`config.mk`:
```
export PLATFORM = sky130hd
export DESIGN_NAME = digit_serial_subtractor
export DESIGN_NICKNAME = d
export VERILOG_FILES = /design/src/rtl/digit_serial_subtractor.sv
export SDC_FILE = /design/constraint.sdc
export NUM_CORES = 1
export LEC_CHECK = 0
export CORE_MARGIN = 2
export CORE_UTILIZATION = 35
export DETAILED_ROUTE_END_ITERATION = 10
export GPL_TIMING_DRIVEN = 0
export PLACE_DENSITY = 0.57
export SYNTH_ARGS = -nofsm -noshare
export SYNTH_HDL_FRONTEND = slang
export SYNTH_SLANG_ARGS = --single-unit
```
`constraint.sdc`:
```
create_clock -name clk -period 3.2 [get_ports clk]
set_input_delay 0.32 -clock clk [delete_from_list [all_inputs] [get_ports clk]]
set_output_delay 0.32 -clock clk [all_outputs]
set_load 0.01 [all_outputs]
```
`src/rtl/digit_serial_subtractor.sv`:
```
// Digit-serial a + ~b + cin over WIDTH bits, DIGIT bits per clock, with an optional
// magnitude pass. Define DSSUB_OVF_EN to compute the signed-overflow flag; otherwise ovf is 0.
module digit_serial_subtractor #(
  parameter int WIDTH = 16,
  parameter int DIGIT = 4
) (
  input  logic             clk,
  input  logic             rst_n,
  input  logic             in_valid,
  output logic             in_ready,
  input  logic [WIDTH-1:0] a,
  input  logic [WIDTH-1:0] b,
  input  logic             cin,
  input  logic             mode,
  output logic             out_valid,
  input  logic             out_ready,
  output logic [WIDTH-1:0] result,
  output logic             ge,
  output logic             ovf
);
  localparam int N  = WIDTH / DIGIT;
  localparam int CW = (N > 1) ? $clog2(N) : 1;

  typedef enum logic [1:0] {IDLE, SUB, CORR, DONE} state_t;

  // Handshake: a transfer happens on a rising edge where valid && ready; operands are
  // taken only on that edge, and result/ge/ovf hold steady while out_valid waits.
  state_t          state;
  logic [CW-1:0]   cnt;
  logic [WIDTH-1:0] a_r, b_r, res_r;
  logic            mode_r, carry, ge_r;
  logic [DIGIT-1:0] a_d, b_d, r_d, op_x, op_y;
  logic [DIGIT:0]  sum;
  logic            last;

  // One shared slice: SUB adds a + ~b, CORR adds ~r + 0 with carry seeded to 1.
  always_comb begin
    a_d  = a_r[cnt*DIGIT +: DIGIT];
    b_d  = b_r[cnt*DIGIT +: DIGIT];
    r_d  = res_r[cnt*DIGIT +: DIGIT];
    op_x = (state == CORR) ? ~r_d : a_d;
    op_y = (state == CORR) ? '0 : ~b_d;
    sum  = {1'b0, op_x} + {1'b0, op_y} + {{DIGIT{1'b0}}, carry};
    last = (cnt == CW'(N - 1));
  end

`ifdef DSSUB_OVF_EN
  logic ovf_r;
  assign ovf = ovf_r;
`else
  assign ovf = 1'b0;
`endif

  assign in_ready  = rst_n && (state == IDLE);
  assign out_valid = (state == DONE);
  assign result    = res_r;
  assign ge        = ge_r;

  always_ff @(posedge clk) begin
    if (!rst_n) begin
      state  <= IDLE;
      cnt    <= '0;
      a_r    <= '0;
      b_r    <= '0;
      res_r  <= '0;
      mode_r <= 1'b0;
      carry  <= 1'b0;
      ge_r   <= 1'b0;
`ifdef DSSUB_OVF_EN
      ovf_r  <= 1'b0;
`endif
    end else begin
      case (state)
        IDLE: begin
          if (in_valid) begin
            a_r    <= a;
            b_r    <= b;
            mode_r <= mode;
            carry  <= cin;
            cnt    <= '0;
            state  <= SUB;
          end
        end
        SUB: begin
          res_r[cnt*DIGIT +: DIGIT] <= sum[DIGIT-1:0];
          carry <= sum[DIGIT];
          cnt   <= cnt + CW'(1);
          if (last) begin
            ge_r <= sum[DIGIT];
`ifdef DSSUB_OVF_EN
            ovf_r <= (a_r[WIDTH-1] != b_r[WIDTH-1]) && (sum[DIGIT-1] != a_r[WIDTH-1]);
`endif
            cnt <= '0;
            if (mode_r && !sum[DIGIT]) begin
              carry <= 1'b1;
              state <= CORR;
            end else begin
              state <= DONE;
            end
          end
        end
        CORR: begin
          res_r[cnt*DIGIT +: DIGIT] <= sum[DIGIT-1:0];
          carry <= sum[DIGIT];
          cnt   <= cnt + CW'(1);
          if (last) begin
            cnt   <= '0;
            state <= DONE;
          end
        end
        DONE: begin
          if (out_ready) state <= IDLE;
        end
        default: state <= IDLE;
      endcase
    end
  end
endmodule

```
==> results.ini, run 1 <==
[sta]
period_minus_slack_ns=3.03
fin_crit_sh_pct=94.6
finalHoldViolCount=0
worst_slew_pin_slew_ns=0.569
fmax_mhz=330
relSlewSlack_pct=62.1
setup_slack_ns=0.174
fin_worst_skew_ns=0.00538
setup_viol=0
slew_viol_final=0

[grt]
grt_util_all_layers_pct=17.3
grt.overflow.total=0
grt_pass1_vias=2478
antenna_found_initial=0
grt_pass1_wl_microns=11800
grt_max_degree=17

[pwr]
power_uw=2860
p_leak_uw=0.00137
power_density_mw_per_mm2=778
peakVddDrop_v=0.000300

[worst_setup_path]
rr_worst_depth=9
crit_slowest_cell=mux4_2
crit_path_end_kind=register
crit_fanout=10
crit_required_ns=3.43
critPathKind=reg -> reg
r2r_setup_slack_ns=0.17
max_stage_delay_ns=0.53
critPathTopFamily=adder cells
crit_path_start_kind=register
crit_buf_inv=1
worst_r2r_endpoint=result[2]$_SDFFE_PN0P_
cp_cell_sequence=buf_8 -> mux4_2 -> nor2_1 -> a21oi_1 -> fa_2 -> fa_2 -> xnor2_4 -> or4b_1 -> a21oi_1
r2r_start=cnt[0]$_SDFFE_PN0P_
arrival_ns=3.26

[clock_network]
cts_max_level=2
cts.clk_slew.worst_paths_ns=0.09
ctsHoldBuffers=0
cts_buffers=5
cts_root_buffer=clkbuf_8
clk_latency_ns=0.30
tritoncts=yes
clock_path_buffers=2
cts.sinks=55

[synthesis]
synthArstFlopShare_pct=0
syn_area_sq_mm=0.00283
synth-warning-count=0
synth.distinct_cells=51
dominantRegCellSynth=dfxtp_1
synth_nets=383
avgSynthCellArea_sq_um=8.56
synth-seq-area-share_pct=38.9
synth_edf_count=0
ys_ff_latch=55
synth_cells=331

[floorplan]
core_area_sq_mm=0.00777
start_util_pct=36.5
dieWidth_microns=94.0
num_rows=32
io_pins=58
die_h_microns=94.0
dieArea_sq_mm=0.00883

[run_status]
status=finished, final reports clean

[layout]
layout.nets=447
antennaDiodeCount=0
final_common_cell=nand2_1
drive_above_1_share_pct=10.4
layout.cells.non_filler=498
area_delta_synth_final_pct=29.7
final_cell_mix=nand2_1 (87), clkdlybuf4s50_1 (56), dfxtp_1 (54), a21oi_1 (50), mux4_2 (12)

[placement]
dp_hpwl_microns=5620
gp_congestion=0.808
io_buffers=56
dp_cells=489
dp_slack_ns=-0.351

[min_path]
holdPathStages=2
hold_path_startpoint=a_r[12]$_SDFFE_PN0P_
min_path_type=reg -> reg
whs_endpoint=a_r[12]$_SDFFE_PN0P_

[flow_run]
maxCapViolations=0

[drt]
vias=2520
wirelength_microns=7310
first_pass_iters=4
vias_per_cell=5.06
dr.first_iter.drc_count=108
drc=0
wl_per_cell_microns=14.7
final_antenna_net_count=0

[worst max-delay path by stage]
stage	to	slack [ns]	from	cells past startpoint
finish	result[2]$_SDFFE_PN0P_	0.17	cnt[0]$_SDFFE_PN0P_	9
global route	result[2]$_SDFFE_PN0P_	-0.002	cnt[0]$_SDFFE_PN0P_	9
CTS	result[2]$_SDFFE_PN0P_	0.0002	cnt[0]$_SDFFE_PN0P_	9
detailed placement	result[2]$_SDFFE_PN0P_	-0.35	cnt[1]$_SDFFE_PN0P_	10
global placement	result[2]$_SDFFE_PN0P_	-0.32	cnt[1]$_SDFFE_PN0P_	9
floorplan	result[2]$_SDFFE_PN0P_	0.18	cnt[1]$_SDFFE_PN0P_	9
[flip-flops by register name, summed over array words and instances, names as in the netlist]
name    flops
ge          1
mode_r      1
cnt         2
carry       1
a_r        16
state       2
b_r        16
result     16
[per-stage QoR]
step / hold WS [ns] / util (%) / instance area (sq um) / TNS, ns
after floorplan: 0.433 / - / 2830 / 0
after detailed placement: 0.448 / 45.3 / 3520 / -0.746
final: 0.460 / 47.3 / 3680 / 0
after global routing: 0.480 / 47.3 / 3680 / -0.00197
after CTS: 0.461 / 46.8 / 3640 / 0
after global placement: 0.440 / 45.3 / 3520 / -0.522
[Yosys cell counts (all sizes together), types with 2 or more instances]
library cell	count	area [sq um]
and3	4	25.0
fa	2	40.0
clkbuf	9	33.8
nor3b	2	15.0
and2	4	25.0
mux4	12	270
o21ai	4	20.0
nor3	4	20.0
nand2b	7	43.8
a211o	4	35.0
inv	8	30.0
nand3b	2	15.0
or3b	3	26.3
nand2	87	327
nor2	9	33.8
or2	3	18.8
or4	2	15.0
a2111oi	4	36.3
or3	6	37.5
ha	12	150
dfxtp	55	1100
buf	11	58.8
a21oi	50	250
nor2b	3	18.8
nand4	3	18.8
[area by class of cell]
| type | instances | area, sq um |
|---|---|---|
| inverter | 9 | 37.5 |
| buffer | 20 | 110 |
| multi-input combinational | 247 | 1630 |
| tap | 102 | 128 |
| fill | 786 | 4090 |
| clock buffer | 7 | 86.3 |
| sequential | 55 | 1100 |
| timing repair buffer | 57 | 568 |
| clock inverter | 1 | 8.76 |
[layer usage]
| metal | track usage [%] | wire, microns | share of wire (%) | up-vias |
|---|---|---|---|---|
| met3 | 2.41 | 297 | 4.1 | 7 |
| met4 | 4.59 | 74 | 1.0 | 0 |
| met1 | 23.0 | 3420 | 47 | 1180 |
| met5 | 0 | 0 | 0 | - |
| met2 | 29.3 | 3520 | 48 | 50 |
| li1 | - | - | - | 1283 |
[power by group]
part | switching (uW) | leakage [uW] | total [uW] | internal, uW
Clock | 217 | 0.0000484 | 395 | 178
Sequential | 77.9 | 0.000450 | 876 | 798
Combinational | 882 | 0.000868 | 1590 | 706
Total | 1180 | 0.00137 | 2860 | 1680
[worst register-to-register path, stage by stage (launching register included)]
cell     delay [ns]
dfxtp_4        0.41
buf_8          0.18
mux4_2         0.54
nor2_1         0.10
a21oi_1        0.09
fa_2           0.40
fa_2           0.43
xnor2_4        0.22
or4b_1         0.45
a21oi_1        0.14
[logic make-up after synthesis]
| group | after synthesis | share of synthesized area, % |
|---|---|---|
| other | 1 | 0.132 |
| AO/OA/AOI/OAI | 75 | 16.0 |
| flip-flops | 55 | 38.9 |
| multiplexers | 13 | 9.89 |
| buffers and inverters | 29 | 4.46 |
| AND/OR/NAND/NOR | 143 | 23.7 |
| adder cells (fa/ha/maj) | 14 | 6.71 |
| XOR/XNOR | 1 | 0.309 |
[repair_timing]
item | 4_1_cts | 5_1_grt
pin swaps | 1 | 2
endpoints found under the setup margin | 9 | 3
gates resized for setup | 6 | 9
setup buffers | 0 | 1
hold endpoints to repair | 0 | 0
(Power assumes the default switching activity.)
==> run 2, diff against run 1 <==
CTS_BUF_LIST = sky130_fd_sc_hd__clkbuf_8   (was unset)
GPL_TIMING_DRIVEN = unset   (was 0)
==> run 2 against run 1 <==
Against the previous run:
- clock skew fell by 0.00093 ns
- count of clock-buffer cells in the layout is 2 lower
- clock power is 5% lower
- sequential power about the same
- wire length down 2.1%
- critical path depth is 1 higher
- maximum frequency up 5.0%
- sequential share of layout area grew 0.81 points
- global-route usage down 0.061 points
- power shrank 5.7%
- sequential cell count unchanged
- largest cell class unchanged
- highest routed layer unchanged
==> results.ini, run 2 (same netlist as run 1, synthesis figures left out) <==
[drt]
drc=0
vias_per_cell=5.17
dr.first_iter.drc_count=143
vias=2500
final_antenna_net_count=0
wirelength_microns=7160
wl_per_cell_microns=14.8
first_pass_iters=4

[clock_network]
cts_buffers=5
cts_resized=0
cts.clk_slew.worst_paths_ns=0.10
clock_path_buffers=2
cts_max_level=2
cts_root_buffer=clkbuf_8
clk_latency_ns=0.30
ctsHoldBuffers=0
cts.sinks=55
tritoncts=yes
postCtsSetupBuffers=0

[layout]
antennaDiodeCount=0
final_cell_mix=nand2_1 (87), clkdlybuf4s50_1 (56), dfxtp_1 (55), a21oi_1 (50)
layout.nets=433
drive_above_1_share_pct=8.12
fin_util_pct=45.9
area_delta_synth_final_pct=25.9
final_common_cell=nand2_1

[pwr]
power_density_mw_per_mm2=756
p_int_uw=1570
clkPwrFrac_pct=13.9
power_uw=2700
p_seq_share_pct=32.4
peakVddDrop_v=0.000372
p_switching_uw=1130
p_leak_uw=0.00132
comb_power_share_pct=53.6
swShare_pct=41.8

[sta]
rsz0062_at_grt=no
setup_tns_ns=0
relSlewSlack_pct=31.1
worst_slew_pin_slew_ns=1.03
fmax_mhz=347
slew_viol_final=0
period_minus_slack_ns=2.88
setup_viol=0
finalHoldViolCount=0
fin_worst_skew_ns=0.00444
fin_crit_sh_pct=90.1

[worst_setup_path]
crit_path_end_kind=register
critPathKind=reg -> reg
crit_fanout=9
rr_worst_depth=10
crit_path_start_kind=register
cp_cell_sequence=inv_1 -> ha_1 -> inv_2 -> nor2_1 -> a21oi_1 -> fa_1 -> fa_1 -> xnor2_1 -> or4b_1 -> a21oi_1
arrival_ns=3.12
crit_required_ns=3.44
max_stage_delay_ns=0.45
crit_slowest_cell=or4b_1

[grt]
grt_max_degree=49
grt_util_all_layers_pct=17.2
grt_pass1_wl_microns=11900
grt_pass1_vias=2432
grt.overflow.total=0
antenna_found_initial=0

[min_path]
holdPathStages=2
min_path_type=reg -> reg

[placement]
io_buffers=56
gp_congestion=0.817
dp_hpwl_microns=5450

[floorplan]
die_h_microns=94.0
dieWidth_microns=94.0
start_util_pct=36.5
io_pins=58
dieArea_sq_mm=0.00883
core_area_sq_mm=0.00777
num_rows=32

[flow_run]
maxCapViolations=0

[run_status]
status=finished, final reports clean

-- run 2: final cells by class --
class / count / area (sq um)
Clock buffer: 5 / 68.8
Clock inverter: 3 / 16.3
Fill cell: 785 / 4200
Inverter: 9 / 33.8
Multi-Input combinational cell: 247 / 1610
Sequential cell: 55 / 1100
Tap cell: 102 / 128
Timing Repair Buffer: 63 / 613
-- run 2: per-layer routing --
layer,vias to the layer above,wire [microns],GRT usage [%]
li1,1254,-,-
met2,51,3420,27.9
met1,1189,3410,24.1
met3,6,238,2.33
met4,0,91,4.59
met5,-,0,0
-- run 2: final timing paths --
| path | from | end | slack, ns |
|---|---|---|---|
| max | state[0]$_SDFFE_PN0P_ | result[2]$_SDFFE_PN0P_ | 0.32 |
| min | a_r[6]$_SDFFE_PN0P_ | a_r[6]$_SDFFE_PN0P_ | 0.46 |
| max reg2reg | state[0]$_SDFFE_PN0P_ | result[2]$_SDFFE_PN0P_ | 0.32 |
| min reg2reg | a_r[6]$_SDFFE_PN0P_ | a_r[6]$_SDFFE_PN0P_ | 0.46 |
-- run 2: critical path: cells and delay by family (launching register included) --
kind | cells | cell delay, ns
and+or+nand+nor | 2 | 0.57
buffers and inverters | 2 | 0.26
xor gates and xnor gates | 1 | 0.22
adders and majority gates | 3 | 1.21
DFF | 1 | 0.36
AOI/OAI and AO/OA | 2 | 0.20
-- run 2: power groups by stage --
stage               sequential (uW)  combinational (uW)  clock (uW)
floorplan                       865                1040           0
detailed placement              891                1430           0
global placement                890                1420           0
global route                    889                1620         413
finish                          874                1450         376
CTS                             876                1440         387
-- run 2: metrics by stage --
step	area, sq um	setup WS [ns]	cells	hold slack, ns
after floorplan	2830	0.175	331	0.433
after global placement	3480	0.325	476	0.443
after detailed placement	3480	0.219	476	0.447
after CTS	3570	0.172	484	0.461
after global routing	3570	0.115	484	0.482
final	3570	0.318	484	0.459
==> run 3, diff against run 2 <==
CORE_UTILIZATION = 30   (was 35)
CTS_BUF_LIST = sky130_fd_sc_hd__clkbuf_4   (was sky130_fd_sc_hd__clkbuf_8)
PLACE_DENSITY = 0.5   (was 0.57)
==> run 3 against run 2 <==
Against the previous run:
- die area increased by 16%
- largest power group unchanged
- hold slack improved by 0.0058 ns
- combinational power about the same
- via count decreased by 1.5%
- cell area about the same
- first-iteration DRC count increased by 10%
- worst setup slack worse by 0.050 ns
- non-clock buffer count is 1 higher
- largest cell class unchanged
- maximum frequency is 1.7% lower
- sequential power rose by 0.6%
==> results.ini, run 3 (same netlist as run 1, synthesis figures left out) <==
[drt]
drc=0
dr.first_iter.drc_count=158
first_pass_iters=4
final_antenna_net_count=0
wl_per_cell_microns=15.1
vias_per_cell=4.98
vias=2462
wirelength_microns=7480

[min_path]
holdPathStages=3
hold_path_startpoint=b[10]
min_path_type=in -> reg
whs_endpoint=b_r[10]$_SDFFE_PN0P_

[run_status]
status=finished, final reports clean

[pwr]
power_uw=2660
power_density_mw_per_mm2=746
p_leak_uw=0.00132
peakVddDrop_v=0.000307

[sta]
setup_slack_ns=0.269
finalHoldViolCount=0
fmax_mhz=341
setup_tns_ns=0
setup_viol=0
fin_hold_ws_ns=0.465
worst_slew_pin_slew_ns=1.06
fin_worst_skew_ns=0.0150
slew_viol_final=0
rsz0062_at_grt=no
relSlewSlack_pct=29.2
period_minus_slack_ns=2.93
fin_crit_sh_pct=91.6

[layout]
final_cell_mix=nand2_1 (87), clkdlybuf4s50_1 (56), dfxtp_1 (55), a21oi_1 (50)
final_common_cell=nand2_1
antennaDiodeCount=0
layout.cells.non_filler=494
area_delta_synth_final_pct=25.8
layout.nets=434
fill_cells=988
drive_above_1_share_pct=8.36

[grt]
grt_max_degree=49
grt_util_all_layers_pct=15.4
grt_pass1_wl_microns=12400
grt.overflow.total=0
grt_pass1_vias=2463
antenna_found_initial=0

[worst_setup_path]
crit_path_start_kind=register
arrival_ns=3.24
r2r_start=cnt[0]$_SDFFE_PN0P_
r2r_setup_slack_ns=0.27
worst_r2r_endpoint=result[2]$_SDFFE_PN0P_
crit_path_end_kind=register
crit_required_ns=3.51
rr_worst_depth=7
critPathKind=reg -> reg
crit_fanout=4

[clock_network]
cts_resized=0
postCtsSetupBuffers=0
clk_latency_ns=0.37
cts_buffers=5
clock_path_buffers=2
cts.sinks=55
cts_root_buffer=clkbuf_4
cts.clk_slew.worst_paths_ns=0.17
tritoncts=yes
ctsHoldBuffers=0
cts_max_level=2

[floorplan]
io_pins=58
num_rows=35
die_h_microns=101
dieArea_sq_mm=0.0102
core_area_sq_mm=0.00920
dieWidth_microns=101
start_util_pct=30.8

[placement]
dp_hpwl_microns=5750
dp_cells=486
io_buffers=56
gp_congestion=0.836
dp_slack_ns=0.326

[flow_run]
maxCapViolations=0

-- run 3: how the worst max path moves through the flow --
stage	startpoint	endpoint	slack [ns]
2_1_floorplan	cnt[1]$_SDFFE_PN0P_	result[2]$_SDFFE_PN0P_	0.18
3_3_place_gp	cnt[0]$_SDFFE_PN0P_	result[2]$_SDFFE_PN0P_	0.41
3_5_place_dp	cnt[1]$_SDFFE_PN0P_	result[1]$_SDFFE_PN0P_	0.33
4_1_cts	cnt[0]$_SDFFE_PN0P_	result[2]$_SDFFE_PN0P_	0.27
5_1_grt	state[0]$_SDFFE_PN0P_	result[2]$_SDFFE_PN0P_	0.04
6_report	cnt[0]$_SDFFE_PN0P_	result[2]$_SDFFE_PN0P_	0.27
-- run 3: metal layers --
metal | vias to the layer above | share of wire [%] | global-route usage [%]
met5 | - | 0 | 0
li1 | 1259 | - | -
met1 | 1143 | 50 | 22.1
met2 | 58 | 46 | 25.2
met3 | 2 | 3.9 | 1.93
met4 | 0 | 0.63 | 3.12
-- run 3: power by group --
group | internal, uW | switching, uW
combinational | 625 | 829
clock | 92.9 | 233
sequential | 795 | 84.5
total | 1510 | 1150
-- run 3: worst max-delay path, cell delays in order (launching register included) --
cell and delay [ns]:
dfxtp_1 0.45, mux4_2 0.51, or2_1 0.24, fa_1 0.40, fa_1 0.43, xnor2_1 0.24, or4b_1 0.45, a21oi_1 0.14
-- run 3: layout make-up --
class / instances / area, sq um / share of cell area, %
Clock buffer: 5 / 37.5 / 1.05
Sequential cell: 55 / 1100 / 30.9
Multi-Input combinational cell: 247 / 1610 / 45.1
Inverter: 9 / 33.8 / 0.947
Tap cell: 111 / 139 / 3.89
Clock inverter: 3 / 27.5 / 0.772
Timing Repair Buffer: 64 / 621 / 17.4
-- run 3: metrics by stage --
step,area (sq um),utilization (%)
global placement,3500,38.1
CTS,3570,38.8
floorplan,2830,-
finish,3570,38.8
global route,3570,38.8
detailed placement,3500,38.1
